===== config.mk =====
export PLATFORM = sky130hd
export DESIGN_NAME = prng_rr_scheduler_flat
export DESIGN_NICKNAME = d
export VERILOG_FILES = /design/src/rtl/prng_rr_scheduler_pkg.sv /design/src/rtl/prng_rr_scheduler_if.sv /design/src/rtl/prng_rr_scheduler_arb.sv /design/src/rtl/prng_rr_scheduler.sv /design/src/flat_wrapper.sv
export SDC_FILE = /design/constraint.sdc
export NUM_CORES = 1
export LEC_CHECK = 0
export ABC_AREA = 1
export CORE_AREA = 10 10 400 402
export DETAILED_ROUTE_END_ITERATION = 6
export DIE_AREA = 0 0 410 412
export PLACE_DENSITY_LB_ADDON = 0.15
export SLEW_MARGIN = 10
export SYNTH_ARGS = -nofsm -noshare
export SYNTH_HDL_FRONTEND = slang
export SYNTH_HIERARCHICAL = 1
export SYNTH_SLANG_ARGS = --single-unit

===== constraint.sdc =====
create_clock -name clk -period 3.8 [get_ports clk]
set_clock_uncertainty 0.15 [all_clocks]
set_input_delay 1.14 -clock clk [delete_from_list [all_inputs] [get_ports clk]]
set_output_delay 1.14 -clock clk [all_outputs]
set_load 0.02 [all_outputs]

===== src/rtl/prng_rr_scheduler_pkg.sv =====
// prng_sched_pkg: shared definitions for the PCG round-robin scheduler.
//   sched_state_t : scheduler FSM states (RESEED, WARMUP, SERVE), 2-bit
//   WORD_W        : default random word / seed width (256)
//   CNT_W         : width of the delivered-word counter (16)
//   rr_wrap()     : advance a round-robin index by one, wrapping at n
package prng_sched_pkg;

    typedef enum logic [1:0] {
        RESEED = 2'd0,
        WARMUP = 2'd1,
        SERVE  = 2'd2
    } sched_state_t;

    localparam int WORD_W = 256;
    localparam int CNT_W  = 16;

    function automatic int rr_wrap(input int idx, input int n);
        return (idx + 1 >= n) ? 0 : idx + 1;
    endfunction

endpackage


===== src/rtl/prng_rr_scheduler_if.sv =====
// prng_rr_scheduler_if: consumer-side request/acknowledge bus.
//   req   : level request per requester, held until its own ack
//   ack   : one-hot single-cycle acknowledge, rdata valid with it
//   rdata : delivered random word
// Modports: master = consumer side, slave = scheduler side.
interface prng_rr_scheduler_if #(
    parameter int NUM_REQ = 4,
    parameter int WORD_W  = 256
);
    logic [NUM_REQ-1:0] req;
    logic [NUM_REQ-1:0] ack;
    logic [WORD_W-1:0]  rdata;

    modport master (output req, input ack, input rdata);
    modport slave  (input req, output ack, output rdata);
endinterface


===== src/rtl/prng_rr_scheduler_arb.sv =====
// prng_rr_arb: combinational round-robin arbiter.
//   req       : request vector
//   mask      : requesters excluded this cycle
//   pointer   : index given first priority
//   grant     : one-hot winner (all zero when nobody is eligible)
//   grant_idx : index of the winner
module prng_rr_arb #(
    parameter  int NUM_REQ = 4,
    localparam int IDX_W   = (NUM_REQ > 1) ? $clog2(NUM_REQ) : 1
) (
    input  logic [NUM_REQ-1:0] req,
    input  logic [NUM_REQ-1:0] mask,
    input  logic [IDX_W-1:0]   pointer,
    output logic [NUM_REQ-1:0] grant,
    output logic [IDX_W-1:0]   grant_idx
);

    logic [NUM_REQ-1:0] eligible;
    logic               found;

    assign eligible = req & ~mask;

    // Scan starting at the pointer and wrapping; first eligible wins.
    always_comb begin
        grant     = '0;
        grant_idx = '0;
        found     = 1'b0;
        for (int i = 0; i < NUM_REQ; i++) begin
            int j;
            j = int'(pointer) + i;
            if (j >= NUM_REQ) j = j - NUM_REQ;
            if (!found && eligible[j]) begin
                found     = 1'b1;
                grant[j]  = 1'b1;
                grant_idx = IDX_W'(j);
            end
        end
    end

endmodule


===== src/rtl/prng_rr_scheduler.sv =====
// prng_rr_scheduler: shares one PCG random source between NUM_REQ requesters.
// Each grant delivers exactly one generator word; the generator is reseeded
// (gen_rst pulse, seed load, warm-up discard) after reset and every RESEED_CNT words.
// Ports:
//   clk, rst     : clock, asynchronous active-low reset
//   bus (slave)  : req in, one-hot ack out, rdata out
//   seed_in      : entropy word, sampled on entry to RESEED
//   gen_rst      : generator reset (high throughout RESEED)
//   gen_seed     : registered seed to the generator
//   gen_data     : generator output, new value every clock
//   ready        : high only while serving
//   word_cnt     : words delivered since the last reseed (saturating)
//   force_reseed : only with PRNG_SCHED_FORCE_RESEED_EN defined; forces a reseed from SERVE
module prng_rr_scheduler #(
    parameter  int NUM_REQ    = 4,
    parameter  int WORD_W     = prng_sched_pkg::WORD_W,
    parameter  int RESEED_CNT = 1024,
    parameter  int RST_CYC    = 2,
    parameter  int WARMUP_CYC = 4,
    localparam int IDX_W      = (NUM_REQ > 1) ? $clog2(NUM_REQ) : 1,
    localparam int CNT_W      = prng_sched_pkg::CNT_W
) (
    input  logic                 clk,
    input  logic                 rst,
    prng_rr_scheduler_if.slave   bus,
    input  logic [WORD_W-1:0]    seed_in,
    output logic                 gen_rst,
    output logic [WORD_W-1:0]    gen_seed,
    input  logic [WORD_W-1:0]    gen_data,
`ifdef PRNG_SCHED_FORCE_RESEED_EN
    input  logic                 force_reseed,
`endif
    output logic                 ready,
    output logic [CNT_W-1:0]     word_cnt
);
    import prng_sched_pkg::*;

    sched_state_t       state, state_next;
    logic [15:0]        phase_cnt;
    logic [31:0]        served_cnt;
    logic [IDX_W-1:0]   pointer;
    logic [NUM_REQ-1:0] ack_q;
    logic [WORD_W-1:0]  rdata_q;
    logic [NUM_REQ-1:0] grant;
    logic [IDX_W-1:0]   grant_idx;
    logic               pick_en;
    logic               last_word;
    logic               force_req;

`ifdef PRNG_SCHED_FORCE_RESEED_EN
    assign force_req = force_reseed;
`else
    assign force_req = 1'b0;
`endif

    // The acking requester is masked so a held req yields exactly one ack per grant.
    prng_rr_arb #(.NUM_REQ(NUM_REQ)) u_arb (
        .req       (bus.req),
        .mask      (ack_q),
        .pointer   (pointer),
        .grant     (grant),
        .grant_idx (grant_idx)
    );

    assign last_word = (served_cnt + 32'd1) >= 32'(RESEED_CNT);

    always_ff @(posedge clk or negedge rst) begin
        if (!rst) state <= RESEED;
        else      state <= state_next;
    end

    // A grant picked in the same cycle as a reseed trigger still issues its ack;
    // the state change only stops further picks.
    always_comb begin
        state_next = state;
        pick_en    = 1'b0;
        gen_rst    = 1'b0;
        ready      = 1'b0;
        case (state)
            RESEED: begin
                gen_rst = 1'b1;
                if (phase_cnt == 16'(RST_CYC - 1)) state_next = WARMUP;
            end
            WARMUP: begin
                if (phase_cnt == 16'(WARMUP_CYC - 1)) state_next = SERVE;
            end
            SERVE: begin
                ready   = 1'b1;
                pick_en = |grant;
                if ((pick_en && last_word) || force_req) state_next = RESEED;
            end
            default: state_next = RESEED;
        endcase
    end

    // Datapath: phase timing, seed latch, grant delivery and word counting.
    always_ff @(posedge clk or negedge rst) begin
        if (!rst) begin
            phase_cnt  <= '0;
            served_cnt <= '0;
            pointer    <= '0;
            ack_q      <= '0;
            rdata_q    <= '0;
            gen_seed   <= '0;
        end else begin
            if (state != state_next || state == SERVE) phase_cnt <= '0;
            else                                       phase_cnt <= phase_cnt + 16'd1;

            if (state == RESEED && phase_cnt == 16'd0) gen_seed <= seed_in;

            ack_q <= pick_en ? grant : '0;
            if (pick_en) begin
                rdata_q    <= gen_data;
                pointer    <= IDX_W'(rr_wrap(int'(grant_idx), NUM_REQ));
                served_cnt <= served_cnt + 32'd1;
            end

            if (state == WARMUP && state_next == SERVE) served_cnt <= '0;
        end
    end

    assign word_cnt  = (served_cnt > 32'h0000_FFFF) ? 16'hFFFF : served_cnt[15:0];
    assign bus.ack   = ack_q;
    assign bus.rdata = rdata_q;

endmodule


===== src/flat_wrapper.sv =====
// flat-port wrapper written by rule: the top's interface ports become plain ports
module prng_rr_scheduler_flat import prng_sched_pkg::*;
#(
    parameter  int NUM_REQ    = 4,
    parameter  int WORD_W     = prng_sched_pkg::WORD_W,
    parameter  int RESEED_CNT = 1024,
    parameter  int RST_CYC    = 2,
    parameter  int WARMUP_CYC = 4,
    localparam int IDX_W      = (NUM_REQ > 1) ? $clog2(NUM_REQ) : 1,
    localparam int CNT_W      = prng_sched_pkg::CNT_W
)
  (clk, rst, seed_in, gen_rst, gen_seed, gen_data, ready, word_cnt, bus_req, bus_ack, bus_rdata);
  prng_rr_scheduler_if #(.NUM_REQ(NUM_REQ), .WORD_W(WORD_W)) bus_i ();
  input  logic clk;
  input  logic rst;
  input  logic [WORD_W-1:0] seed_in;
  output logic gen_rst;
  output logic [WORD_W-1:0] gen_seed;
  input  logic [WORD_W-1:0] gen_data;
  output logic ready;
  output logic [CNT_W-1:0] word_cnt;
  input wire logic [$bits(bus_i.req)-1:0] bus_req;
  output wire logic [$bits(bus_i.ack)-1:0] bus_ack;
  output wire logic [$bits(bus_i.rdata)-1:0] bus_rdata;
  assign bus_i.req = bus_req;
  assign bus_ack = bus_i.ack;
  assign bus_rdata = bus_i.rdata;
  prng_rr_scheduler #(.NUM_REQ(NUM_REQ), .WORD_W(WORD_W), .RESEED_CNT(RESEED_CNT), .RST_CYC(RST_CYC), .WARMUP_CYC(WARMUP_CYC)) u_core (.clk(clk), .rst(rst), .bus(bus_i), .seed_in(seed_in), .gen_rst(gen_rst), .gen_seed(gen_seed), .gen_data(gen_data), .ready(ready), .word_cnt(word_cnt));
endmodule

After elaboration in Yosys (flattened, before gate mapping)
Cells that the tools add are included.
{"block": "op_classes", "add_sub_neg": 10, "order_cmp": 15, "eq_ne": 6, "n_mux": 48, "bitwise_logic": 5, "reduce_logical": 18}
{"op": "32-bit two-way mux", "count": 6}
{"op": "32-bit by 1-bit >= comparator with 1-bit output (second input constant)", "count": 4}
{"op": "32-bit by 4-bit less-than comparator with 1-bit output (second input constant)", "count": 4}
{"op": "32-bit by 1-bit adder with 32-bit output (second input constant)", "count": 1}
{"op": "32-bit by 11-bit >= comparator with 1-bit output (second input constant)", "count": 1}
{"op": "32-bit by 16-bit greater-than comparator with 1-bit output (second input constant)", "count": 1}
{"op": "16-bit two-way mux", "count": 2}
{"op": "4-bit two-way mux", "count": 5}
{"op": "1-bit two-way mux", "count": 18}
{"op": "16-bit by 1-bit adder with 16-bit output (second input constant)", "count": 1}
{"op": "16-bit by 1-bit == test with 1-bit output (second input constant)", "count": 1}
{"op": "16-bit by 2-bit == test with 1-bit output (second input constant)", "count": 1}
{"op": "16-bit zero test", "count": 1}
{"op": "2-bit two-way mux", "count": 8}
{"op": "3-bit >= comparator (second input constant)", "count": 4}
{"op": "4-bit OR", "count": 3}
{"op": "3-bit by 3-bit subtractor with 4-bit output (second input constant)", "count": 3}
{"op": "1-bit logical AND", "count": 10}
{"op": "1-bit binary-select mux with 2-bit select", "count": 4}
{"op": "1-bit demux with 2-bit select", "count": 4}
{"op": "2-bit by 1-bit adder with 3-bit output (second input constant)", "count": 2}
{"op": "2-bit by 2-bit adder with 3-bit output (second input constant)", "count": 2}
{"op": "2-bit one-hot mux with 3 select lines", "count": 1}
{"op": "4-bit AND", "count": 1}
{"op": "11 further kinds", "count": 14}
{"block": "word_totals", "ff_bits": 568, "in_bits": 518, "output_inout_bits": 534, "word_cells": 109}

Depth between registers and ports, before layout
{"block": "depth", "word_depth": 22, "depth_mapped": 17, "mapped_depth_nobuf": 16}

By module
The synthesis kept the hierarchy.
{"module": "prng_rr_scheduler", "n_inst": 1, "cells_per_inst": 2164, "area_each_um2": 22609.2, "seq_area_each_um2": 14213.6}
{"module": "prng_rr_arb", "n_inst": 1, "cells_per_inst": 87, "area_each_um2": 501.7, "seq_area_each_um2": 0.0}

Worst setup path before layout
Ideal clock, no wire load.
{"block": "synth_path", "path_type": "input-to-reg", "from": "input bus_req[3]", "to": "register u_core.rdata_q[116], in the netlist u_core/bus.rdata[116]", "setup_ns": 0.065, "arrival_ns": 2.776, "required_ns": 3.585, "slack_ns": 0.809, "stages": 15, "path_buffers": 3, "cell_sequence": "nand3_1 > nand3_2 > nand2_4 > nand2_4 > inv_1 > nand3_1 > nand3_1 > nor2_1 > nand2_1 > nand2_1 > buf_2 > clkbuf_1 > buf_2 > nand2_1 > nand2_1"}
{"block": "synth_between", "elab_chain_len": 16, "word_cells_on_any_way": 31, "classes_between": "mux (20); bitwise (4); reduce/logical (7)"}
{"element": "start: declaration", "line_no": "flat_wrapper.sv:22", "rtl": "input wire logic [$bits(bus_i.req)-1:0] bus_req;"}
{"element": "4-bit AND *", "line_no": "prng_rr_scheduler_arb.sv:21", "rtl": "assign eligible = req & ~mask;"}
{"element": "1-bit binary-select mux with 2-bit select", "line_no": "prng_rr_scheduler_arb.sv:32", "rtl": "if (!found && eligible[j]) begin"}
{"element": "1-bit two-way mux (implied by the code) (2 in a row)", "line_no": "prng_rr_scheduler_arb.sv:32"}
{"element": "1-bit two-way mux", "line_no": "prng_rr_scheduler_arb.sv:32"}
{"element": "1-bit zero test", "line_no": "prng_rr_scheduler_arb.sv:32"}
{"element": "1-bit logical AND", "line_no": "prng_rr_scheduler_arb.sv:32"}
{"element": "1-bit two-way mux", "line_no": "prng_rr_scheduler_arb.sv:32"}
{"element": "1-bit zero test", "line_no": "prng_rr_scheduler_arb.sv:32"}
{"element": "1-bit logical AND", "line_no": "prng_rr_scheduler_arb.sv:32"}
{"element": "1-bit two-way mux", "line_no": "prng_rr_scheduler_arb.sv:32"}
{"element": "1-bit zero test", "line_no": "prng_rr_scheduler_arb.sv:32"}
{"element": "1-bit logical AND", "line_no": "prng_rr_scheduler_arb.sv:32"}
{"element": "4-bit two-way mux *", "line_no": "prng_rr_scheduler_arb.sv:32"}
{"element": "via u_core.grant[3]", "line_no": "prng_rr_scheduler.sv:44", "rtl": "logic [NUM_REQ-1:0] grant;"}
{"element": "4-bit OR reduction *", "line_no": "prng_rr_scheduler.sv:89", "rtl": "pick_en = |grant;"}
{"element": "1-bit two-way mux *", "line_no": "prng_rr_scheduler.sv:79", "rtl": "case (state)"}
{"element": "end signal: assignment", "line_no": "prng_rr_scheduler.sv:113", "rtl": "rdata_q <= gen_data;"}
{"element": "end: declaration", "line_no": "prng_rr_scheduler.sv:43", "rtl": "logic [WORD_W-1:0] rdata_q;"}
Mark *: on every way through the listed nets, which the timed path passes. The rest lies on a longest branch. The select of a mux whose other input is x is not followed.
A chain may end at the register's enable or synchronous reset.

Final worst setup path
{"block": "layout_path", "from": "register u_core.served_cnt[18]", "to": "output word_cnt[5]"}
{"block": "layout_between", "elab_chain_len": 2}
{"element": "start: declaration", "line_no": "prng_rr_scheduler.sv:40", "rtl": "logic [31:0] served_cnt;"}
{"element": "start signal: assignment", "line_no": "prng_rr_scheduler.sv:115", "rtl": "served_cnt <= served_cnt + 32'd1;"}
{"element": "32-bit by 16-bit greater-than comparator with 1-bit output", "line_no": "prng_rr_scheduler.sv:122", "rtl": "assign word_cnt = (served_cnt > 32'h0000_FFFF) ? 16'hFFFF : served_cnt[15:0];"}
{"element": "16-bit two-way mux", "line_no": "prng_rr_scheduler.sv:122"}
{"element": "end: declaration", "line_no": "flat_wrapper.sv:21", "rtl": "output logic [CNT_W-1:0] word_cnt;"}
No other way between the ends.

==> results.md <==
- The final core utilization is 25.87%.
- The number of pins exceeding their max-slew limit in the final report is 0.
- The family with the most delay on the worst path is buffers and inverters.
- The vertical extent of the die is 412 µm.
- A synthesized cell averages 10.27 µm².
- The via count of the first global-routing pass is 21208.
- The critical path startpoint category is a flop.
- The effective utilization at floorplan is 15.25%.
- The clock period minus final worst setup slack is 3.647 ns.
- The number of antenna violations at the first check in global routing is 34.
- Setup repair after global routing left no endpoint under its margin.
- The number of warnings reported in the yosys synthesis log is 6.
- The cell leakage power is 17.30 nW.
- Relative to the synthesized area, the layout overhead comes to 69.62%.
- The DRC marker count from the first detailed-route iteration is 986.
- STA classifies the critical path endpoint as an output pin.
- For the worst flop-to-flop path, the logic depth is 16.
- After clock tree synthesis, the clock-pin slew on the worst setup and hold paths is 0.05 ns.
- The flow ran to the end, and the final reports show no timing, DRC or antenna violations.
- The final number of setup-violating endpoints is 0.
- The setup TNS is 0 ns.
- For the worst-skew pair, the clock arrives at the later sink with an insertion delay of 0.65 ns.
- The number of max-cap violations is 0.
- The slowest stage of the critical path belongs to the cell sky130_fd_sc_hd__dfrtp_1.
- After legalization and detailed placement, the total HPWL measured 105800 µm.
- The routability congestion estimate from global placement is 0.8318.
- Summing the sequential cell areas from Yosys gives 61.50% of the chip area.
- In this run the deepest clock path goes through 3 buffers.
- The placeable core area is 151500 µm².
- The worst-case IR drop observed on VDD is 477.3 µV.
- The worst register-to-register path has a setup slack of 0.91 ns.
- In the routed design, unresolved DRC markers number 0.
- The number of buffers inserted during clock tree synthesis is 80.
- Buffers placed on the I/O ports in this run total 1051.
- The total buffers and inverters traversed by the critical path is 4.
- In this run the power density over the cells is 893.1 nW/µm².
- Summing all flip-flop and latch instances after layout gives 14210 µm².
- The overall routing resource usage is 14.73%.
- In this run the tightest slew margin relative to its limit is 50.54%.
- The floorplan has 143 rows.
- The maximum number of pins on one net before global-route repair is 89.
- The detailed router placed 20010 vias in this run.
- The worst register-to-register path ends at u_core/served_cnt[6]$_DFFE_PN0P_.
- In this run, post-CTS hold repair placed 0 buffers.
- In this run the worst hold path is classified as in -> async.
- Counting flops with an async set or reset pin after synthesis yields a share of 100.0%.
- For the pin with the worst max-slew slack, the measured transition is 0.7392 ns.
- In the final layout, the share of cells above drive strength 1 is 13.18%.
- For this block, the routed nets add up to 129700 µm of wire.
- Counting flops with a built-in enable in the synthesized netlist gives 0.
- In the finished design, the share of the clock period the worst path needs comes to 95.98%.
- After detailed routing, the average wire length per cell comes to 23.76 µm.
- The buffer type at the clock tree root is sky130_fd_sc_hd__clkbuf_16.
- Counting every instance in the synthesized netlist gives 2251.
- In this run the worst setup path begins at u_core/served_cnt[18]$_DFFE_PN0P_.
- Counting every net in the synthesized netlist gives 2782.
- The wire length of the first global-routing pass is 177700 µm.
- In this run the remaining antenna-violating nets after routing total 0.
- The largest stage delay on the critical path is 0.41 ns.
- The die is 410 µm wide.
- The start of the worst register-to-register path is u_core/pointer[0]$_DFFE_PN0P_.
- The number of detailed-route iterations in the first pass is 5.
- The top flip-flop cell by instance count after synthesis is sky130_fd_sc_hd__dfrtp_1.
- The worst setup path is of the reg -> out kind.
- In this run the number of H-tree levels came out at 3.
- The area used by multi-input combinational logic is 8105 µm².
- The CTS tree is done.
- In this run the cell area of the synthesized design comes to 23110 µm².
- 1052 I/O pins were placed.
- In the routed layout, each cell is associated on average with a via count of 3.665.
- STA puts the critical path data arrival time at 2.36 ns.
- The synthesis-stage register bit count is 568.
- Counting the fill cells in the layout gives 16256.
- After the last flow step, the layout net total stands at 3896.
- Along the worst path, the maximum fanout reaches 11.
- The final number of hold-violating endpoints is 0.
- Yosys mapped the design onto 35 distinct sky130hd cell types.
- The required time of the critical path is 2.51 ns.
- Traced cell by cell, the critical path runs through inv_1, nand4_1, nor4_4, buf_4, buf_6, nand2_1, dlygate4sd2_1.
- For this design, the sink count on the clock tree is 568.
- The achievable frequency is 274.2 MHz.
- Global routing finished with a remaining overflow of 0.
- The area of the die is 168900 µm².
==> worst max path at each step <==
stage / to / cells after the start
4_1_cts: word_cnt[10] / 7
3_3_place_gp: u_core/served_cnt[0]$_DFFE_PN0P_ / 16
3_5_place_dp: u_core/served_cnt[0]$_DFFE_PN0P_ / 16
6_report: word_cnt[5] / 7
5_1_grt: word_cnt[9] / 7
2_1_floorplan: u_core/bus.rdata[116]$_DFFE_PN0P_ / 15
==> sequential cells by signal, indices dropped and copies added (netlist names) <==
name and flops:
u_core/state 2, u_core/phase_cnt 16, u_core/bus.ack 4, u_core/pointer 2, u_core/bus.rdata 256, u_core/gen_seed 256
u_core/served_cnt 32
==> cells in the final DEF, fill, tap and decap left out, types with 14 or more instances in the layout <==
cell	count
sky130_fd_sc_hd__o21ai_0	21
sky130_fd_sc_hd__buf_12	29
sky130_fd_sc_hd__nor2_1	101
sky130_fd_sc_hd__dfrtp_1	568
sky130_fd_sc_hd__a21oi_1	14
sky130_fd_sc_hd__inv_1	95
sky130_fd_sc_hd__clkbuf_16	82
sky130_fd_sc_hd__nand2_1	940
sky130_fd_sc_hd__clkbuf_8	14
sky130_fd_sc_hd__nand3_1	55
sky130_fd_sc_hd__nand4_1	16
sky130_fd_sc_hd__buf_4	44
sky130_fd_sc_hd__clkbuf_1	22
sky130_fd_sc_hd__mux2_2	207
sky130_fd_sc_hd__mux2_1	49
sky130_fd_sc_hd__clkdlybuf4s50_1	1034
==> cells in the mapped netlist (2+ instances only) <==
master | n | area share [%]
sky130_fd_sc_hd__nand3_1 | 56 | 1.2
sky130_fd_sc_hd__nor2_1 | 101 | 1.6
sky130_fd_sc_hd__o21ai_0 | 21 | 0.45
sky130_fd_sc_hd__nand3_2 | 6 | 0.26
sky130_fd_sc_hd__mux2_2 | 207 | 10
sky130_fd_sc_hd__xor2_1 | 7 | 0.27
sky130_fd_sc_hd__buf_2 | 68 | 1.5
sky130_fd_sc_hd__ha_1 | 13 | 0.70
sky130_fd_sc_hd__nand2_1 | 941 | 15
sky130_fd_sc_hd__o22ai_1 | 6 | 0.16
sky130_fd_sc_hd__nand4_1 | 16 | 0.43
sky130_fd_sc_hd__a21oi_1 | 14 | 0.30
sky130_fd_sc_hd__inv_2 | 3 | 0.049
sky130_fd_sc_hd__clkbuf_1 | 23 | 0.37
sky130_fd_sc_hd__nor2_8 | 2 | 0.17
sky130_fd_sc_hd__nand2_2 | 7 | 0.19
sky130_fd_sc_hd__a311oi_1 | 2 | 0.076
sky130_fd_sc_hd__nand2_4 | 4 | 0.19
sky130_fd_sc_hd__inv_1 | 99 | 1.6
sky130_fd_sc_hd__o211ai_1 | 2 | 0.065
sky130_fd_sc_hd__nor2_2 | 7 | 0.19
sky130_fd_sc_hd__mux2_1 | 49 | 2.4
sky130_fd_sc_hd__nor3_1 | 3 | 0.065
sky130_fd_sc_hd__dfrtp_1 | 568 | 62
sky130_fd_sc_hd__a31oi_1 | 13 | 0.35
sky130_fd_sc_hd__nor2_4 | 3 | 0.15
sky130_fd_sc_hd__nor4_2 | 2 | 0.11
==> cells by family after synthesis <==
logic type	after synthesis	synth area share [%]
buffers and inverters	195	3.552
AND/OR/NAND/NOR	1153	20.06
flip-flops	568	61.50
adder cells (fa/ha/maj)	13	0.7038
AO/OA/AOI/OAI	59	1.446
multiplexers	256	12.47
XOR/XNOR	7	0.2653
==> layout make-up <==
type,instances,share of cell area (%)
sequential,568,36.26
timing repair buffer,1125,29.05
multi-input combinational,1488,20.68
tap,2030,6.479
clock buffer,118,5.937
inverter,102,0.9958
clock inverter,21,0.5490
antenna,8,0.05107
==> report_power, final <==
| group | leakage [nW] | internal [mW] | switching, mW |
|---|---|---|---|
| registers | 6.88 | 8.95 | 1.68 |
| clock network | 1.24 | 4.32 | 3.02 |
| logic | 9.17 | 7.60 | 9.45 |
| total | 17.3 | 20.9 | 14.1 |
==> metal layers <==
metal  up-vias  global-route usage [%]  share of wire, %
met5         -                       0              0.13
met4        26                   2.939               1.6
met3       140                   6.721               9.8
met2       702                   24.68                48
met1      9723                   17.28                40
li1       9419                       -                 -
==> per-stage QoR <==
stage	cell area, µm²	power, mW	setup WS [ns]	hold WS (ns)	cells
after floorplan	23110	18.07	0.8086	0.2831	2251
after global placement	36690	28.19	0.09303	0.3067	5312
after detailed placement	36690	28.13	0.06614	0.3095	5312
after CTS	39220	35.79	0.008205	0.2759	5452
after global routing	39190	37.05	0.002486	0.3008	5454
final	39200	35.01	0.1527	0.3157	5460
==> what timing repair did <==
action                                  in CTS  in global routing
gates resized for setup                     17                 27
pin swaps                                    1                  1
endpoints found under the setup margin      16                 16
buffers inserted                             1                  0
Power figures use the tool's default switching activity.
